**src/rtl/fetch_jump_redirect_pkg.sv**
```systemverilog
// Shared types and constants for the execute-to-fetch jump redirect path.
package fetch_jump_redirect_pkg;

  typedef enum logic [1:0] {
    IDLE     = 2'd0,
    FLUSH    = 2'd1,
    TLB_WAIT = 2'd2,
    REDIRECT = 2'd3
  } jrd_state_t;

  localparam logic [31:0] FETCH_ALIGN_MASK = 32'hFFFF_FFFC;
  localparam int          FLUSH_CNT_W      = 4;

  function automatic logic [31:0] fetch_align(input logic [31:0] addr);
    return addr & FETCH_ALIGN_MASK;
  endfunction

endpackage

```
**src/rtl/fetch_jump_redirect_sat_counter.sv**
```systemverilog
// Saturating up-counter with synchronous clear; holds at all-ones.
module sat_counter
  import fetch_jump_redirect_pkg::*;
#(
  parameter int CNT_W = 16
) (
  input  logic             iCLOCK,
  input  logic             inRESET,
  input  logic             clr_i,
  input  logic             inc_i,
  output logic [CNT_W-1:0] cnt_o
);

  localparam logic [CNT_W-1:0] CNT_MAX = {CNT_W{1'b1}};
  localparam logic [CNT_W-1:0] CNT_ONE = CNT_W'(1);

  logic [CNT_W-1:0] cnt_q;
  logic [CNT_W-1:0] cnt_d;

  // next count: clear wins, increment stops at the ceiling
  always_comb begin
    cnt_d = cnt_q;
    if (clr_i) begin
      cnt_d = '0;
    end else if (inc_i && (cnt_q != CNT_MAX)) begin
      cnt_d = cnt_q + CNT_ONE;
    end else begin
      cnt_d = cnt_q;
    end
  end

  // count register
  always_ff @(posedge iCLOCK or negedge inRESET) begin
    if (!inRESET) begin
      cnt_q <= '0;
    end else begin
      cnt_q <= cnt_d;
    end
  end

  assign cnt_o = cnt_q;

endmodule

```
**src/rtl/fetch_jump_redirect.sv**
```systemverilog
// Execute-to-fetch jump redirect: flushes the pipe, optionally flushes the TLB, then hands
// the aligned target PC to fetch; also reports branch-predictor outcomes and statistics.
module fetch_jump_redirect
  import fetch_jump_redirect_pkg::*;
#(
  parameter int FLUSH_CYCLES = 3,
  parameter int CNT_W        = 16
) (
  input  logic             iCLOCK,
  input  logic             inRESET,
  input  logic             iRESET_SYNC,
  input  logic             iEVENT_HOLD,
  input  logic             iEVENT_END,
  input  logic             iJUMP_VALID,
  input  logic [31:0]      iJUMP_ADDR,
  input  logic             iPREDICT_ENA,
  input  logic             iPREDICT_HIT,
  input  logic             iNORMAL_JUMP_INST,
  input  logic             iTYPE_BRANCH_VALID,
  input  logic             iTYPE_BRANCH_IB_VALID,
  input  logic             iTYPE_SYSREG_IDT_VALID,
  input  logic             iTYPE_SYSREG_PDT_VALID,
  input  logic             iTYPE_SYSREG_PSR_VALID,
  output logic             oBUSY,
  output logic             oPIPE_FLUSH,
  output logic             oTLB_FLUSH_REQ,
  input  logic             iTLB_FLUSH_ACK,
  output logic             oFETCH_PC_SET_VALID,
  output logic [31:0]      oFETCH_PC_SET_ADDR,
  input  logic             iFETCH_PC_SET_ACK,
  output logic             oBPRED_UPDATE_VALID,
  output logic             oBPRED_UPDATE_HIT,
  output logic [CNT_W-1:0] oSTAT_BRANCH_CNT,
  output logic [CNT_W-1:0] oSTAT_MISS_CNT
);

  localparam logic [FLUSH_CNT_W-1:0] FLUSH_LOAD = FLUSH_CNT_W'(FLUSH_CYCLES - 1);
  localparam logic [FLUSH_CNT_W-1:0] FLUSH_DONE = FLUSH_CNT_W'(0);
  localparam logic [FLUSH_CNT_W-1:0] FLUSH_ONE  = FLUSH_CNT_W'(1);

  jrd_state_t             state_q, state_d;
  logic [FLUSH_CNT_W-1:0] flush_cnt_q, flush_cnt_d;
  logic [31:0]            addr_q, addr_d;
  logic                   tlb_need_q, tlb_need_d;
  logic                   busy_q, busy_d;
  logic                   pipe_flush_q, pipe_flush_d;
  logic                   tlb_req_q, tlb_req_d;
  logic                   pc_valid_q, pc_valid_d;
  logic                   bpred_valid_q, bpred_valid_d;
  logic                   bpred_hit_q, bpred_hit_d;
  logic                   abort_s, req_s, bpred_fire_s, branch_inc_s, miss_inc_s;
  logic                   unused_s;

  // A plain branch redirect always arrives with iJUMP_VALID, so its type flag adds nothing.
  assign unused_s = iTYPE_BRANCH_VALID;
  assign abort_s  = iEVENT_HOLD | iEVENT_END;
  assign req_s    = iJUMP_VALID | iTYPE_BRANCH_IB_VALID | iTYPE_SYSREG_IDT_VALID
                  | iTYPE_SYSREG_PDT_VALID | iTYPE_SYSREG_PSR_VALID;

  // redirect FSM next state and request capture
  always_comb begin
    state_d     = state_q;
    flush_cnt_d = flush_cnt_q;
    addr_d      = addr_q;
    tlb_need_d  = tlb_need_q;
    if (iRESET_SYNC) begin
      state_d     = IDLE;
      flush_cnt_d = FLUSH_DONE;
      addr_d      = 32'h0000_0000;
      tlb_need_d  = 1'b0;
    end else if (abort_s) begin
      state_d = IDLE;
    end else begin
      case (state_q)
        IDLE: begin
          if (req_s) begin
            state_d     = FLUSH;
            flush_cnt_d = FLUSH_LOAD;
            addr_d      = fetch_align(iJUMP_ADDR);
            tlb_need_d  = iTYPE_SYSREG_PDT_VALID | iTYPE_SYSREG_PSR_VALID;
          end else begin
            state_d = IDLE;
          end
        end
        FLUSH: begin
          if (flush_cnt_q == FLUSH_DONE) begin
            state_d = tlb_need_q ? TLB_WAIT : REDIRECT;
          end else begin
            flush_cnt_d = flush_cnt_q - FLUSH_ONE;
          end
        end
        TLB_WAIT: begin
          if (iTLB_FLUSH_ACK) begin
            state_d = REDIRECT;
          end else begin
            state_d = TLB_WAIT;
          end
        end
        REDIRECT: begin
          if (iFETCH_PC_SET_ACK) begin
            state_d = IDLE;
          end else begin
            state_d = REDIRECT;
          end
        end
        default: state_d = IDLE;
      endcase
    end
  end

  // Outputs are decoded from the next state so that they leave registers aligned with it.
  always_comb begin
    busy_d        = (state_d != IDLE);
    pipe_flush_d  = (state_d == FLUSH);
    tlb_req_d     = (state_d == TLB_WAIT);
    pc_valid_d    = (state_d == REDIRECT);
    bpred_fire_s  = ~busy_q & iPREDICT_ENA & ~abort_s & ~iRESET_SYNC;
    bpred_valid_d = bpred_fire_s;
    bpred_hit_d   = bpred_fire_s & iPREDICT_HIT;
    branch_inc_s  = bpred_fire_s & ~iNORMAL_JUMP_INST;
    miss_inc_s    = branch_inc_s & ~iPREDICT_HIT;
  end

  // state and output registers
  always_ff @(posedge iCLOCK or negedge inRESET) begin
    if (!inRESET) begin
      state_q       <= IDLE;
      flush_cnt_q   <= FLUSH_DONE;
      addr_q        <= 32'h0000_0000;
      tlb_need_q    <= 1'b0;
      busy_q        <= 1'b0;
      pipe_flush_q  <= 1'b0;
      tlb_req_q     <= 1'b0;
      pc_valid_q    <= 1'b0;
      bpred_valid_q <= 1'b0;
      bpred_hit_q   <= 1'b0;
    end else begin
      state_q       <= state_d;
      flush_cnt_q   <= flush_cnt_d;
      addr_q        <= addr_d;
      tlb_need_q    <= tlb_need_d;
      busy_q        <= busy_d;
      pipe_flush_q  <= pipe_flush_d;
      tlb_req_q     <= tlb_req_d;
      pc_valid_q    <= pc_valid_d;
      bpred_valid_q <= bpred_valid_d;
      bpred_hit_q   <= bpred_hit_d;
    end
  end

  sat_counter #(.CNT_W(CNT_W)) u_branch_cnt (
    .iCLOCK (iCLOCK),
    .inRESET(inRESET),
    .clr_i  (iRESET_SYNC),
    .inc_i  (branch_inc_s),
    .cnt_o  (oSTAT_BRANCH_CNT)
  );

  sat_counter #(.CNT_W(CNT_W)) u_miss_cnt (
    .iCLOCK (iCLOCK),
    .inRESET(inRESET),
    .clr_i  (iRESET_SYNC),
    .inc_i  (miss_inc_s),
    .cnt_o  (oSTAT_MISS_CNT)
  );

  assign oBUSY               = busy_q;
  assign oPIPE_FLUSH         = pipe_flush_q;
  assign oTLB_FLUSH_REQ      = tlb_req_q;
  assign oFETCH_PC_SET_VALID = pc_valid_q;
  assign oFETCH_PC_SET_ADDR  = addr_q;
  assign oBPRED_UPDATE_VALID = bpred_valid_q;
  assign oBPRED_UPDATE_HIT   = bpred_hit_q;

endmodule

```
**config.mk**
```make
export PLATFORM = sky130hd
export DESIGN_NAME = fetch_jump_redirect
export DESIGN_NICKNAME = d
export VERILOG_FILES = /design/src/rtl/fetch_jump_redirect_pkg.sv /design/src/rtl/fetch_jump_redirect_sat_counter.sv /design/src/rtl/fetch_jump_redirect.sv
export SDC_FILE = /design/constraint.sdc
export NUM_CORES = 1
export LEC_CHECK = 0
export BUFFER_PORTS_ARGS = -buffer_cell sky130_fd_sc_hd__buf_4
export CAP_MARGIN = 20
export CORE_UTILIZATION = 30
export DETAILED_ROUTE_END_ITERATION = 8
export GPL_ROUTABILITY_DRIVEN = 1
export MAX_ROUTING_LAYER = met4
export PLACE_DENSITY = 0.59
export REMOVE_ABC_BUFFERS = 1
export SYNTH_ARGS = -nofsm -noshare
export SYNTH_HDL_FRONTEND = slang
export SYNTH_SLANG_ARGS = --single-unit
```
**constraint.sdc**
```tcl
create_clock -name iCLOCK -period 2.7 [get_ports iCLOCK]
set_clock_uncertainty 0.1 [all_clocks]
set_input_delay 0.54 -clock iCLOCK [delete_from_list [all_inputs] [get_ports iCLOCK]]
set_output_delay 0.54 -clock iCLOCK [all_outputs]
set_load 0.1 [all_outputs]
```
==> Implementation_results.wiki <==
{| class="wikitable"
! Metric !! Value
|-
| Crit path required time || roughly 2800 ps
|-
| Worst path most repeated cell || sky130_fd_sc_hd__buf_4
|-
| CTS tree || yes
|-
| Adder and majority gate portion of the synthesized area || between 1 and 1.5%
|-
| Peak Freq || 0.456 GHz
|-
| Most common cell after layout, fill and taps aside || sky130_fd_sc_hd__buf_4
|-
| Number of buffers on the longest clock path || 2
|-
| Fraction of final layout cells sized beyond drive strength 1 || 29.1%
|-
| Overall power of the completed layout || 3.08 mW
|-
| Period Utilization, post-route || 81.1%
|-
| Wire length of the first global-routing pass || 15.1 mm
|-
| Number of distinct library cell variants in the gate-level netlist after synthesis || between 40 and 50
|-
| Worst IR drop on VDD || 0.000413 V
|-
| Post-DP HPWL || 6.10 mm
|-
| Leakage power total || between 2 and 2.5 nW
|-
| Reg2reg path depth || 8
|-
| Total grt overflow || 0
|-
| Starting density of the core || a little under a third
|-
| Final Cell Area || 5020 um^2
|-
| Data arrival at the endpoint of the critical path || about 2300 ps
|-
| Category of the critical setup timing path || primary input to flop
|-
| Async set-reset flop share out of synthesis || 100%
|-
| Register clock-pin slew on the reported worst setup and hold paths || 60 ps
|-
| Avg Inst Size Synth || 9.60 um^2
|-
| Count of mapped cells out of synthesis || 380
|-
| Instance area after placement || 4690 um^2
|-
| Cell types with the largest area share after synthesis || sky130_fd_sc_hd__dfrtp_1 (51%), sky130_fd_sc_hd__nand2b_1 (5.5%), sky130_fd_sc_hd__xnor2_1 (5.3%)
|-
| #FFs+latches synth || 75
|-
| CTS hold repair buffers || 0
|-
| TNS Setup || 0 ps
|-
| Drt wl/cell || 13.7 um
|-
| Combined buffer and inverter count along the critical path || 2
|-
| Max capacitance violation total || 0
|-
| Violation count after the first detailed-routing iteration || between 100 and 150
|-
| Failing checks || DRC
|-
| Rel. slew slack || 34.7%
|-
| Number of CTS-inserted buffers || 9
|-
| IO Count || 118
|-
| CTS-repair resized insts || 0
|-
| Wirelength, routed || 8.85 mm
|-
| Final-report max-slew violation count || 0
|-
| Row cnt || 39
|-
| Most frequent cells in the layout || sky130_fd_sc_hd__buf_4 (121), sky130_fd_sc_hd__dfrtp_1 (75), sky130_fd_sc_hd__nand2_1 (47)
|-
| Startpoint Class || primary input
|-
| Post-route minimum period || 2190 ps
|-
| Number of global-route vias before repair || 3107
|-
| Area growth from synthesis to layout || 37.6%
|-
| FF-to-FF Start || u_branch_cnt.cnt_o[0]
|-
| Number of enable-type register cells in the synthesized netlist || 0
|-
| Post-Syn Area || 3650 um^2
|-
| Number of vias in the routed layout || 3124
|-
| CTS sink cnt || 75
|-
| Number of warning messages in the yosys log || 0
|-
| Area share of and/or/nand/nor cells after synthesis || roughly 29%
|-
| Endpoint class of the critical path || flop
|-
| Overall fraction of global-route tracks in use || around 15%
|-
| Share of Yosys cell area claimed by the top area cell type || 51.4%
|-
| Final number of setup-violating endpoints || 0
|-
| Number of filler cells placed in the layout || about 1200
|-
| Most area-hungry cell type in the Yosys netlist || sky130_fd_sc_hd__dfrtp_1
|-
| Number of antenna violations at the first check in global routing || 0
|-
| Clock latency reported for the late side of the worst-skew pair || 330 ps
|-
| GP Congestion || 0.812
|-
| Register-to-register setup slack || 610 ps
|-
| Maximum level of the CTS H-tree || 3
|-
| Largest family of logic cells by synthesized area || simple AND/OR/NAND/NOR gates
|-
| Complex-gate fraction of the synthesized area || 8.33%
|-
| Number of buffers added for setup after CTS || 0
|-
| ANT nets after route || 0
|-
| Part of the Yosys area used for sequential elements || 51.4%
|-
| Measured slew at the worst slew-check pin || 979 ps
|-
| Final nets || 548
|-
| Hold Fails Final Rpt || 0
|-
| Delay of the slowest critical-path stage || 490 ps
|-
| Unrepaired setup endpoints after global routing || false
|-
| Run status || finished, violations left
|-
| Die Area || 12600 um^2
|-
| Xor/xnor cell area share of the yosys netlist || under 10%
|-
| Type of the tightest min-delay check || primary input to asynchronous set/reset pin
|-
| Share of cell area taken by muxes after synthesis || 0.857%
|-
| DR pass1 iterations || 8
|-
| Maximum number of pins on one net before global-route repair || 76
|-
| Die height || about 110 um
|-
| Vias/cell || 4.85
|-
| Sequence of cells on the critical path || buf_4 -> or3_4 -> or3_1 -> buf_4 -> nor4_4 -> xnor2_1 -> nor2_1
|-
| Largest delay contributor family on the critical path || simple AND/OR/NAND/NOR gates
|-
| Post-detailed-route DRC marker count || 6
|-
| Worst reg2reg path endpoint || u_branch_cnt.cnt_o[0]
|-
| Total power divided by cell area || 614 nW/um^2
|-
| Area of the core region || between 10000 and 15000 um^2
|-
| Die X || 112 um
|-
| Predominant post-synthesis flop cell || sky130_fd_sc_hd__dfrtp_1
|-
| Cell type of the slowest stage on the worst timing path || sky130_fd_sc_hd__or3_1
|-
| Antenna diodes || 0
|-
| Largest fanout on the critical path || 6
|-
| IO Port Bufs || 112
|-
| Cell at the root of the clock tree || sky130_fd_sc_hd__clkbuf_16
|}
[registers in the layout (all words and copies together) (netlist names)]
signal,cells
flush_cnt_q,4
oBPRED_UPDATE_HIT,1
oBPRED_UPDATE_VALID,1
oBUSY,1
oFETCH_PC_SET_ADDR,30
oFETCH_PC_SET_VALID,1
oPIPE_FLUSH,1
oTLB_FLUSH_REQ,1
state_q,2
tlb_need_q,1
u_branch_cnt.cnt_o,16
u_miss_cnt.cnt_o,16
[area by class of cell]
cell class	count	area (um^2)	area share, %
tap	143	179	3.56
sequential	75	1880	37.4
inverter	7	26.3	0.523
timing repair buffer	122	928	18.5
clock buffer	12	256	5.11
multi-input combinational	281	1680	33.5
clock inverter	4	72.6	1.44
[cells in the mapped netlist, drive strengths merged (7+ instances only)]
master and n:
nor2 38, nand4 10, inv 7, nand3 17, nand2b 32, dfrtp 75, xnor2 22, clkbuf 14
nand2 47, o21ai 35, nor3 16
[per-stage QoR]
step | setup WS, ps | hold slack [ps] | instances | util, %
6_report | 509 | 217 | 644 | 43.3
5_1_grt | 413 | 345 | 644 | 43.3
4_1_cts | 517 | 311 | 644 | 43.3
3_5_place_dp | 167 | 373 | 628 | 40.4
3_3_place_gp | 189 | 363 | 628 | 40.4
2_1_floorplan | -985 | 144 | 363 | -
[worst max-delay path by stage]
stage / startpoint / endpoint / slack (ps) / cells past startpoint
after floorplan: u_branch_cnt.cnt_o[0] / u_branch_cnt.cnt_o[0] / -980 / 6
after detailed placement: iRESET_SYNC / u_branch_cnt.cnt_o[7] / 170 / 7
after CTS: iRESET_SYNC / u_branch_cnt.cnt_o[7] / 520 / 7
final: iRESET_SYNC / u_branch_cnt.cnt_o[7] / 510 / 7
after global routing: iRESET_SYNC / u_branch_cnt.cnt_o[5] / 410 / 7
after global placement: iRESET_SYNC / u_branch_cnt.cnt_o[6] / 190 / 7
[power by group]
group	internal, mW	switching, mW
sequential	1.17	0.0271
clock	0.858	0.454
combinational	0.136	0.438
total	2.16	0.919
[kinds of logic after synthesis]
family / Yosys count
compound gates: 53
xor+xnor: 25
fa+ha+maj: 4
buf+inv: 25
flops: 75
mux: 3
other cells: 1
simple gates: 194
[metal layers]
metal | global-route usage (%) | routed length, um | vias to the layer above | part of all wire [%]
met1 | 19.3 | 4010 | 1485 | 45
met5 | - | 0 | - | 0
met3 | 3.67 | 501 | 8 | 5.7
met4 | 5.16 | 109 | 0 | 1.2
met2 | 24.6 | 4220 | 96 | 48
li1 | - | - | 1535 | -
Power figures use the tool's default switching activity.
